<file path="src/rtl/uart_tx_cfg.sv">
// uart_tx_cfg: runtime-configurable UART transmitter with a one-entry
// holding buffer, so frames can run back to back with no idle gap.
// Optional build macro UART_TX_BREAK_EN adds a BREAK input and a BRK
// state that holds the line low for at least one full frame time.
module uart_tx_cfg #(
  parameter int DATA_W = 8,
  parameter int DIV_W  = 16
) (
  input  logic              CLK,
  input  logic              RST,
  input  logic [DIV_W-1:0]  BAUD_DIV,
  input  logic [3:0]        DATA_LEN,
  input  logic              PAR_EN,
  input  logic              PAR_TYP,
  input  logic              STOP2,
  input  logic [DATA_W-1:0] P_DATA,
  input  logic              Data_Valid,
  output logic              Data_Ready,
`ifdef UART_TX_BREAK_EN
  input  logic              BREAK,
`endif
  output logic              TX_OUT,
  output logic              busy
);

  typedef enum logic [2:0] {
    IDLE, START, DATA, PARITY, STOP
`ifdef UART_TX_BREAK_EN
    , BRK
`endif
  } state_t;

  state_t              state_reg, state_next;
  logic [DIV_W-1:0]    cnt_reg, cnt_next;
  logic [DATA_W-1:0]   shift_reg, shift_next;
  logic [3:0]          bit_idx_reg, bit_idx_next;
  logic                stop_last_reg, stop_last_next;
  logic                tx_reg, tx_next;

  // Holding buffer and handshake
  logic [DATA_W-1:0]   hold_reg;
  logic                hold_full_reg;
  logic                ready_reg;
  logic                accept;

  // Per-frame configuration, captured when a frame (or break) begins
  logic [DIV_W-1:0]    div_reg;
  logic [3:0]          len_reg;
  logic                par_en_reg;
  logic                par_bit_reg;
  logic                stop2_reg;

  logic [3:0]          len_eff;
  logic [DATA_W-1:0]   len_mask;
  logic                par_live;
  logic                bit_end;
  logic                start_frame;
  logic                latch_cfg;

`ifdef UART_TX_BREAK_EN
  logic [4:0]          brk_left_reg, brk_left_next;
  logic [4:0]          frame_bits_live;
  logic                brk_start;
`endif

  // Out-of-range lengths fall back to the full data width
  always_comb begin
    if (DATA_LEN < 4'd5 || int'(DATA_LEN) > DATA_W) begin
      len_eff = 4'(DATA_W);
    end else begin
      len_eff = DATA_LEN;
    end
  end

  // Parity only covers the bits that will actually be sent
  assign len_mask = ~({DATA_W{1'b1}} << len_eff);
  assign par_live = (^(hold_reg & len_mask)) ^ PAR_TYP;
  assign bit_end  = (cnt_reg == '0);
  assign accept   = Data_Valid & ready_reg;

`ifdef UART_TX_BREAK_EN
  // Minimum break length: start + data + parity + stop bits
  assign frame_bits_live = 5'd1 + 5'(len_eff) + 5'(PAR_EN) + (STOP2 ? 5'd2 : 5'd1);
`endif

  // Next-state, next-bit and counter logic
  always_comb begin
    state_next     = state_reg;
    cnt_next       = (cnt_reg != '0) ? cnt_reg - DIV_W'(1) : cnt_reg;
    shift_next     = shift_reg;
    bit_idx_next   = bit_idx_reg;
    stop_last_next = stop_last_reg;
    tx_next        = tx_reg;
    start_frame    = 1'b0;
`ifdef UART_TX_BREAK_EN
    brk_start      = 1'b0;
    brk_left_next  = brk_left_reg;
`endif

    case (state_reg)
      IDLE: begin
        tx_next = 1'b1;
`ifdef UART_TX_BREAK_EN
        if (BREAK) begin
          brk_start = 1'b1;
        end else
`endif
        if (hold_full_reg) begin
          start_frame = 1'b1;
        end
      end

      START: begin
        if (bit_end) begin
          state_next   = DATA;
          tx_next      = shift_reg[0];
          cnt_next     = div_reg;
          bit_idx_next = 4'd0;
        end
      end

      DATA: begin
        if (bit_end) begin
          cnt_next = div_reg;
          if (bit_idx_reg == len_reg - 4'd1) begin
            if (par_en_reg) begin
              state_next = PARITY;
              tx_next    = par_bit_reg;
            end else begin
              state_next     = STOP;
              tx_next        = 1'b1;
              stop_last_next = !stop2_reg;
            end
          end else begin
            bit_idx_next = bit_idx_reg + 4'd1;
            shift_next   = shift_reg >> 1;
            tx_next      = shift_reg[1];
          end
        end
      end

      PARITY: begin
        if (bit_end) begin
          state_next     = STOP;
          tx_next        = 1'b1;
          cnt_next       = div_reg;
          stop_last_next = !stop2_reg;
        end
      end

      STOP: begin
        if (bit_end) begin
          if (!stop_last_reg) begin
            stop_last_next = 1'b1;
            cnt_next       = div_reg;
            tx_next        = 1'b1;
          end else if (hold_full_reg) begin
            start_frame = 1'b1;
          end else begin
            state_next = IDLE;
            tx_next    = 1'b1;
          end
        end
      end

`ifdef UART_TX_BREAK_EN
      BRK: begin
        if (bit_end) begin
          cnt_next = div_reg;
          if (brk_left_reg > 5'd1) begin
            brk_left_next = brk_left_reg - 5'd1;
          end else if (!BREAK) begin
            // One mark bit, then the usual stop-bit exit decides what follows
            state_next     = STOP;
            tx_next        = 1'b1;
            stop_last_next = 1'b1;
          end
        end
      end
`endif

      default: begin
        state_next = IDLE;
        tx_next    = 1'b1;
      end
    endcase

    if (start_frame) begin
      state_next = START;
      tx_next    = 1'b0;
      cnt_next   = BAUD_DIV;
      shift_next = hold_reg;
    end

`ifdef UART_TX_BREAK_EN
    if (brk_start) begin
      state_next    = BRK;
      tx_next       = 1'b0;
      cnt_next      = BAUD_DIV;
      brk_left_next = frame_bits_live;
    end
    latch_cfg = start_frame | brk_start;
`else
    latch_cfg = start_frame;
`endif
  end

  // FSM, shifter and line register
  always_ff @(posedge CLK or posedge RST) begin
    if (RST) begin
      state_reg     <= IDLE;
      cnt_reg       <= '0;
      shift_reg     <= '0;
      bit_idx_reg   <= 4'd0;
      stop_last_reg <= 1'b0;
      tx_reg        <= 1'b1;
    end else begin
      state_reg     <= state_next;
      cnt_reg       <= cnt_next;
      shift_reg     <= shift_next;
      bit_idx_reg   <= bit_idx_next;
      stop_last_reg <= stop_last_next;
      tx_reg        <= tx_next;
    end
  end

`ifdef UART_TX_BREAK_EN
  // Remaining bit times of the minimum break
  always_ff @(posedge CLK or posedge RST) begin
    if (RST) begin
      brk_left_reg <= 5'd0;
    end else begin
      brk_left_reg <= brk_left_next;
    end
  end
`endif

  // Frame configuration snapshot so mid-frame changes only hit the next frame
  always_ff @(posedge CLK or posedge RST) begin
    if (RST) begin
      div_reg     <= '0;
      len_reg     <= 4'(DATA_W);
      par_en_reg  <= 1'b0;
      par_bit_reg <= 1'b0;
      stop2_reg   <= 1'b0;
    end else if (latch_cfg) begin
      div_reg     <= BAUD_DIV;
      len_reg     <= len_eff;
      par_en_reg  <= PAR_EN;
      par_bit_reg <= par_live;
      stop2_reg   <= STOP2;
    end
  end

  // Holding buffer: filled on handshake, emptied when the shifter loads.
  // Ready drops on the accepting edge itself so a second word cannot slip in.
  always_ff @(posedge CLK or posedge RST) begin
    if (RST) begin
      hold_reg      <= '0;
      hold_full_reg <= 1'b0;
      ready_reg     <= 1'b1;
    end else begin
      ready_reg <= accept ? 1'b0 : !hold_full_reg;
      if (start_frame) begin
        hold_full_reg <= 1'b0;
      end else if (accept) begin
        hold_full_reg <= 1'b1;
        hold_reg      <= P_DATA;
      end
    end
  end

  assign TX_OUT     = tx_reg;
  assign Data_Ready = ready_reg;
  assign busy       = (state_reg != IDLE) | hold_full_reg;

endmodule

</file>
<file path="config.mk">
export PLATFORM = sky130hd
export DESIGN_NAME = uart_tx_cfg
export DESIGN_NICKNAME = d
export VERILOG_FILES = /design/src/rtl/uart_tx_cfg.sv
export SDC_FILE = /design/constraint.sdc
export NUM_CORES = 1
export LEC_CHECK = 0
export ABC_AREA = 1
export CAP_MARGIN = 20
export CORE_MARGIN = 2
export CORE_UTILIZATION = 58
export DETAILED_ROUTE_END_ITERATION = 7
export PLACE_DENSITY_LB_ADDON = 0.12
export SLEW_MARGIN = 5
export SYNTH_ARGS = -nofsm -noshare
export SYNTH_HDL_FRONTEND = slang
export SYNTH_SLANG_ARGS = --single-unit
</file>
<file path="constraint.sdc">
create_clock -name CLK -period 2.5 [get_ports CLK]
set_input_delay 0.375 -clock CLK [delete_from_list [all_inputs] [get_ports CLK]]
set_output_delay 0.375 -clock CLK [all_outputs]
set_load 0.03 [all_outputs]
</file>
After elaboration in Yosys (flattened, before gate mapping) --
Index checks and enable logic that the tools add are counted. W data, S select, Z words.
Word-level totals: bits in registers 66, input port bits 34
Operators by class: add/subtract/negate cells 3, magnitude comparators 2, equal/unequal tests 22, shifts and indexed selects 1, muxes and demuxes 47, bitwise logic cells 6, reductions and logical operators 20
Operators with widths (count):
- $mux W16 | 5
- $mux W8 | 4
- $pmux W16 S2 | 1
- $mux W3 | 9
- $ne A3 B3 Y1 const B | 7
- $mux W1 | 19
- $ne A2 B2 Y1 const B | 9
- $logic_not A16 Y1 | 1
- $mux W4 | 4
- $reduce_bool A16 Y1 | 1
- $sub A16 B1 Y16 const B | 1
- $pmux W3 S5 | 1
- $and A8 B8 Y8 | 1
- $not A8 Y8 | 1
- $pmux W4 S2 | 1
- $reduce_and A8 Y1 | 1
- $reduce_bool A2 Y1 | 4
- $reduce_xor A8 Y1 | 1
- $shl A8 B4 Y8 const A | 1
- $eq A3 B2 Y1 const B | 2
- $reduce_and A6 Y1 | 1
- $reduce_bool A3 Y1 | 2
- $reduce_and A5 Y1 | 1
- $add A4 B1 Y4 const B | 1
- other kinds (21) | 22

Depth between registers and ports, before layout --
depth in word-level cells 8, gate-level depth with buffers 14, gate-level depth less buffers 13

Least setup slack after synthesis --
No wires, ideal clock.
path type flip-flop to flip-flop, start register cnt_reg[0], end register cnt_reg[6], library setup time 0.113 ns, arrival time 1.599 ns, required time 2.387 ns, setup slack 0.788 ns, cell stages (with the launch flop) 15, period minus slack after synthesis 1.712 ns, cells stage by stage dfrtp_1 > inv_1 > ha_1 > nand2_1 > nor2_1 > nand2_1 > nor2_1 > nand2_1 > nand2_2 > inv_2 > buf_6 > nand2_1 > nand3_1 > nand2_1 > inv_1
Between the ends: word-level cells in the longest chain between the ends 6, elaborated cells on any way between the ends 11, those cells by class add/sub (1); mux (8); reduce/logical (2)
RTL lines:
- start: declaration | RTL line 34 | logic [DIV_W-1:0] cnt_reg, cnt_next;
- start signal: assignment | RTL line 219 | cnt_reg <= cnt_next;
- $sub A16 B1 Y16 or $reduce_bool A16 Y1 (tied branches) | RTL line 89 | cnt_next = (cnt_reg != '0) ? cnt_reg - DIV_W'(1) : cnt_reg;
- $mux W16 | RTL line 89
- $mux W16 | RTL line 153 | if (!stop_last_reg) begin
- $mux W16 | RTL line 152 | if (bit_end) begin
- $pmux W16 S2 | RTL line 100 | case (state_reg)
- $mux W16 * | RTL line 188 | if (start_frame) begin
- via cnt_next[6] | RTL line 34
The timed path passes the listed nets; every way through them passes the cells marked *. A chain may end at the register's enable or synchronous reset.

Worst setup path after layout --
start register cnt_reg[0], end register hold_reg[4]
Between the ends: word-level cells in the longest chain between the ends 5
RTL lines:
- $logic_not A16 Y1 | RTL line 78 | assign bit_end = (cnt_reg == '0);
- $mux W1 | RTL line 152
- $pmux W1 S2 | RTL line 100
- $not A1 Y1 (no source line)
- $reduce_and A2 Y1 (no source line)
- end signal: assignment | RTL line 259 | hold_reg <= '0;
- end signal: assignment | RTL line 268 | hold_reg <= P_DATA;
- end: declaration | RTL line 41 | logic [DATA_W-1:0] hold_reg;
No other way between the ends.

==> impl_summary.log <==
INFO  metric status = complete, no violations
INFO  metric worst_slack = 0.236 ns
INFO  metric timing.clock.skew = 0.00923 ns
INFO  metric drc = 0
INFO  metric postSynth.asyncResetShare = 1.00
INFO  metric crit_chain = inv_1, ha_1, nand2_1, nor2_1, nand2_1, nor2_1, nand2_1, nand2_2, inv_2, nand2_2, nor2_1, a21oi_1
INFO  metric tritoncts_clock_tree = built
INFO  metric proportion_of_layout_cells_with_a_drive_suffix_above_1 = 0.0753
INFO  metric cp_top_family = simple AND/OR/NAND/NOR gates
INFO  metric cell_internal_pwr = 3070 uW
INFO  metric total_net_switching_power = around 2600 uW
INFO  metric route.detailed.wl_per_inst = 13.8 um
INFO  metric antenna_cells = 0
INFO  metric postCtsSetupBuffers = 0
INFO  metric cp-end-kind = register
INFO  metric detail_route.vias_per_cell = about 5.5
INFO  metric die_area = 0.00746 mm^2
INFO  metric synth_most_common_cell = sky130_fd_sc_hd__nand2_1
INFO  metric clkSinkCount = 66
INFO  metric synth_enable_flop_cells = 0
INFO  metric synth_commonest_cells = sky130_fd_sc_hd__nand2_1, sky130_fd_sc_hd__dfrtp_1, sky130_fd_sc_hd__inv_1, sky130_fd_sc_hd__nand3_1, sky130_fd_sc_hd__nor2_1
INFO  metric start_kind = register
INFO  metric timing.critical_path.slowest_stage_cell = sky130_fd_sc_hd__inv_2
INFO  metric finalHoldViolations = 0
INFO  metric worstMarginPinSlew = 0.632 ns
INFO  metric min_path_type = in -> async
INFO  metric synth_nets = between 600 and 700
INFO  metric fin_crit_sh = 0.906
INFO  metric post_synth_inst_count = 565
INFO  metric synth_sequential_area_ratio = 0.421
INFO  metric grt_start_max_net_pins = around 50
INFO  metric p_leak = 0.00235 uW
INFO  metric synth_area = 0.00393 mm^2
INFO  metric yosysTopAreaCell = sky130_fd_sc_hd__dfrtp_1
INFO  metric seq_power_share = 0.337
INFO  metric cts-root-to-sink-buffers = 2
INFO  metric synth_ff_type = sky130_fd_sc_hd__dfrtp_1
INFO  metric layout.nets = 643
INFO  metric drt-pass1-iter-count = 5
INFO  metric power.clock.fraction = 0.162
INFO  metric timing.final.crit_period = 2.26 ns
INFO  metric setup_viol = 0
INFO  metric first_pass_grt_wire_length = around 16,000 um
INFO  metric die_h = 86.4 um
INFO  metric post_layout_cell_count = 691
INFO  metric cts.reportedPaths.clkPinSlew = 0.07 ns
INFO  metric place_congestion = approximately 0.88
INFO  metric route.vias.total = between 3k and 4k
INFO  metric synth_area_leaders = sky130_fd_sc_hd__dfrtp_1, sky130_fd_sc_hd__nand2_1, sky130_fd_sc_hd__nand3_1
INFO  metric fmax = approximately 440 MHz
INFO  metric worst-path-buf-inv = 2
INFO  metric number_of_global_route_vias_before_repair = roughly 3.6k
INFO  metric postRouteWirelength = 9570 um
INFO  metric grt_antenna_before_repair = 0
INFO  metric setup.worst_path.class = reg -> reg
INFO  metric worstSkewPairLatency = 0.35 ns
INFO  metric depth_of_the_cts_h_tree = 3
INFO  metric placeableCoreArea = ~0.0067 mm^2
INFO  metric synthDistinctLibCells = 30
INFO  metric worst-endpoint-arrival = between 2 and 2.5 ns
INFO  metric power.share.combinational = 0.500
INFO  metric netlist.area_leader.share = 0.401
INFO  metric max_stage_delay = 0.47 ns
INFO  metric post-dp-hpwl = 7020 um
INFO  metric slew_headroom = 0.578
INFO  metric yosys_warnings = 0
INFO  metric synth.ff_latch_count = between 60 and 70
INFO  metric tritoncts.num_buffers = 9
INFO  metric power_per_cell_area = 1250 mW/mm^2
INFO  metric placement_rows = 30
INFO  metric totalNegativeSetupSlack = 0 ns
INFO  metric detail-route-antenna-nets = 0
INFO  metric grt_setup_unrepaired = false
INFO  metric dp.cells = 675
INFO  metric sw_frac_of_total = 0.463
INFO  metric cp_max_fo = 33
INFO  metric vdd_ir_drop_max = 0.616 mV
INFO  metric io_buffers = 36
INFO  metric area_growth_syn_to_layout = 16.3%
INFO  metric grt_overflow = 0
INFO  metric cp_data_required_time = about 2.7 ns
INFO  metric place_worst_setup_slack = 0.244 ns
INFO  metric drt-initial-drc-count = 300
INFO  metric chipWidth = around 86 um
INFO  metric cts-root-buf = sky130_fd_sc_hd__clkbuf_8
INFO  metric io-pin-count = 37
INFO  metric finalMaxSlewViolations = 0
INFO  metric initial_core_util = 0.589
INFO  metric cap_viol_max_count = 0
INFO  metric gr-usage-all-layers = 0.273
INFO  metric avg_inst_size_synth = roughly 7.0 um^2
## layer usage
metal,global-route usage,part of all wire
met2,0.473,0.51
met5,0,0
met4,0.0909,0.017
met3,0.0619,0.046
met1,0.336,0.43
## power by group through the flow
stage	sequential (uW)	combinational (uW)	clock (uW)
final	1930	2860	927
after global routing	1990	3250	988
after CTS	1920	2840	943
after detailed placement	1940	2820	0
after global placement	1920	2710	0
after floorplan	1870	2240	0
## area by class of cell
type                    count  area [um^2]
clock inverters             2         35.0
flip-flops and latches     66         1660
clock buffers              14          163
fillers                   608         2100
inverters                  68          255
multi-input cells         418         1940
well taps                  80          100
repair buffers             43          428
## worst paths after layout
kind	from	endpoint	slack, ns	cells past startpoint
setup reg to reg	cnt_reg[0]$_DFF_PP0_	hold_reg[4]$_DFFE_PP0P_	0.24	12
hold reg to reg	div_reg[14]$_DFFE_PP0P_	div_reg[14]$_DFFE_PP0P_	0.48	2
max in group asynchronous	RST	hold_reg[6]$_DFFE_PP0P_	1.52	3
min in group CLK	div_reg[14]$_DFFE_PP0P_	div_reg[14]$_DFFE_PP0P_	0.48	2
hold / removal	RST	div_reg[5]$_DFFE_PP0P_	0.37	2
setup / recovery	cnt_reg[0]$_DFF_PP0_	hold_reg[4]$_DFFE_PP0P_	0.24	12
## placed cells by master (no fill, tap or decap)
cell	netlist	routed
sky130_fd_sc_hd__nand2_1	198	198
sky130_fd_sc_hd__dfrtp_1	63	63
sky130_fd_sc_hd__inv_1	61	60
sky130_fd_sc_hd__nand3_1	55	55
sky130_fd_sc_hd__nor2_1	52	52
sky130_fd_sc_hd__o21ai_0	37	37
sky130_fd_sc_hd__clkdlybuf4s50_1	0	35
sky130_fd_sc_hd__a21oi_1	14	14
sky130_fd_sc_hd__clkbuf_8	0	11
sky130_fd_sc_hd__o21ai_1	9	9
sky130_fd_sc_hd__inv_2	7	8
sky130_fd_sc_hd__xor2_1	8	8
sky130_fd_sc_hd__nor2_2	7	7
sky130_fd_sc_hd__o211ai_1	7	7
sky130_fd_sc_hd__buf_4	3	6
sky130_fd_sc_hd__xnor2_1	5	5
sky130_fd_sc_hd__nand2_2	4	4
sky130_fd_sc_hd__nand4_1	4	4
sky130_fd_sc_hd__dfstp_2	3	3
sky130_fd_sc_hd__nor3_1	3	3
sky130_fd_sc_hd__ha_1	3	3
sky130_fd_sc_hd__clkbuf_1	0	3
sky130_fd_sc_hd__nand3b_1	2	2
sky130_fd_sc_hd__o21bai_1	2	2
sky130_fd_sc_hd__or2_1	2	2
sky130_fd_sc_hd__or2_2	1	1
sky130_fd_sc_hd__nand4_4	0	1
sky130_fd_sc_hd__nand3_4	1	1
sky130_fd_sc_hd__nand2_4	1	1
sky130_fd_sc_hd__o2111ai_1	1	1
sky130_fd_sc_hd__o22ai_1	1	1
sky130_fd_sc_hd__bufinv_16	0	1
sky130_fd_sc_hd__clkinv_2	0	1
sky130_fd_sc_hd__dlymetal6s2s_1	0	1
sky130_fd_sc_hd__buf_12	0	1
## worst reg2reg max path, stage by stage (launching register included)
cell	delay, ns
sky130_fd_sc_hd__dfrtp_1	0.40
sky130_fd_sc_hd__inv_1	0.09
sky130_fd_sc_hd__ha_1	0.24
sky130_fd_sc_hd__nand2_1	0.13
sky130_fd_sc_hd__nor2_1	0.06
sky130_fd_sc_hd__nand2_1	0.08
sky130_fd_sc_hd__nor2_1	0.04
sky130_fd_sc_hd__nand2_1	0.06
sky130_fd_sc_hd__nand2_2	0.06
sky130_fd_sc_hd__inv_2	0.47
sky130_fd_sc_hd__nand2_2	0.29
sky130_fd_sc_hd__nor2_1	0.16
sky130_fd_sc_hd__a21oi_1	0.05
## metrics by stage
stage               power, uW  instance area, um^2  hold WS [ns]   util
floorplan                4110                 3930         0.422      -
finish                   5710                 4580         0.369  0.685
global placement         4640                 4370         0.456  0.654
detailed placement       4760                 4370         0.460  0.654
global route             6230                 4580         0.403  0.685
CTS                      5710                 4570         0.381  0.683
## timing repair
action,in CTS,in global routing
gates resized for setup,0,2
endpoints found under the hold margin,0,0
setup endpoints to repair,0,2
hold buffers,0,0
## logic make-up after synthesis
kind of cell,count (synthesis),share of synthesized area
AND/OR/NAND/NOR,331,0.355
adder cells (fa/ha/maj),3,0.00954
XOR/XNOR,13,0.0289
buffers and inverters,81,0.0881
flip-flops,66,0.421
AO/OA/AOI/OAI,71,0.0973
Power figures use the tool's default switching activity.
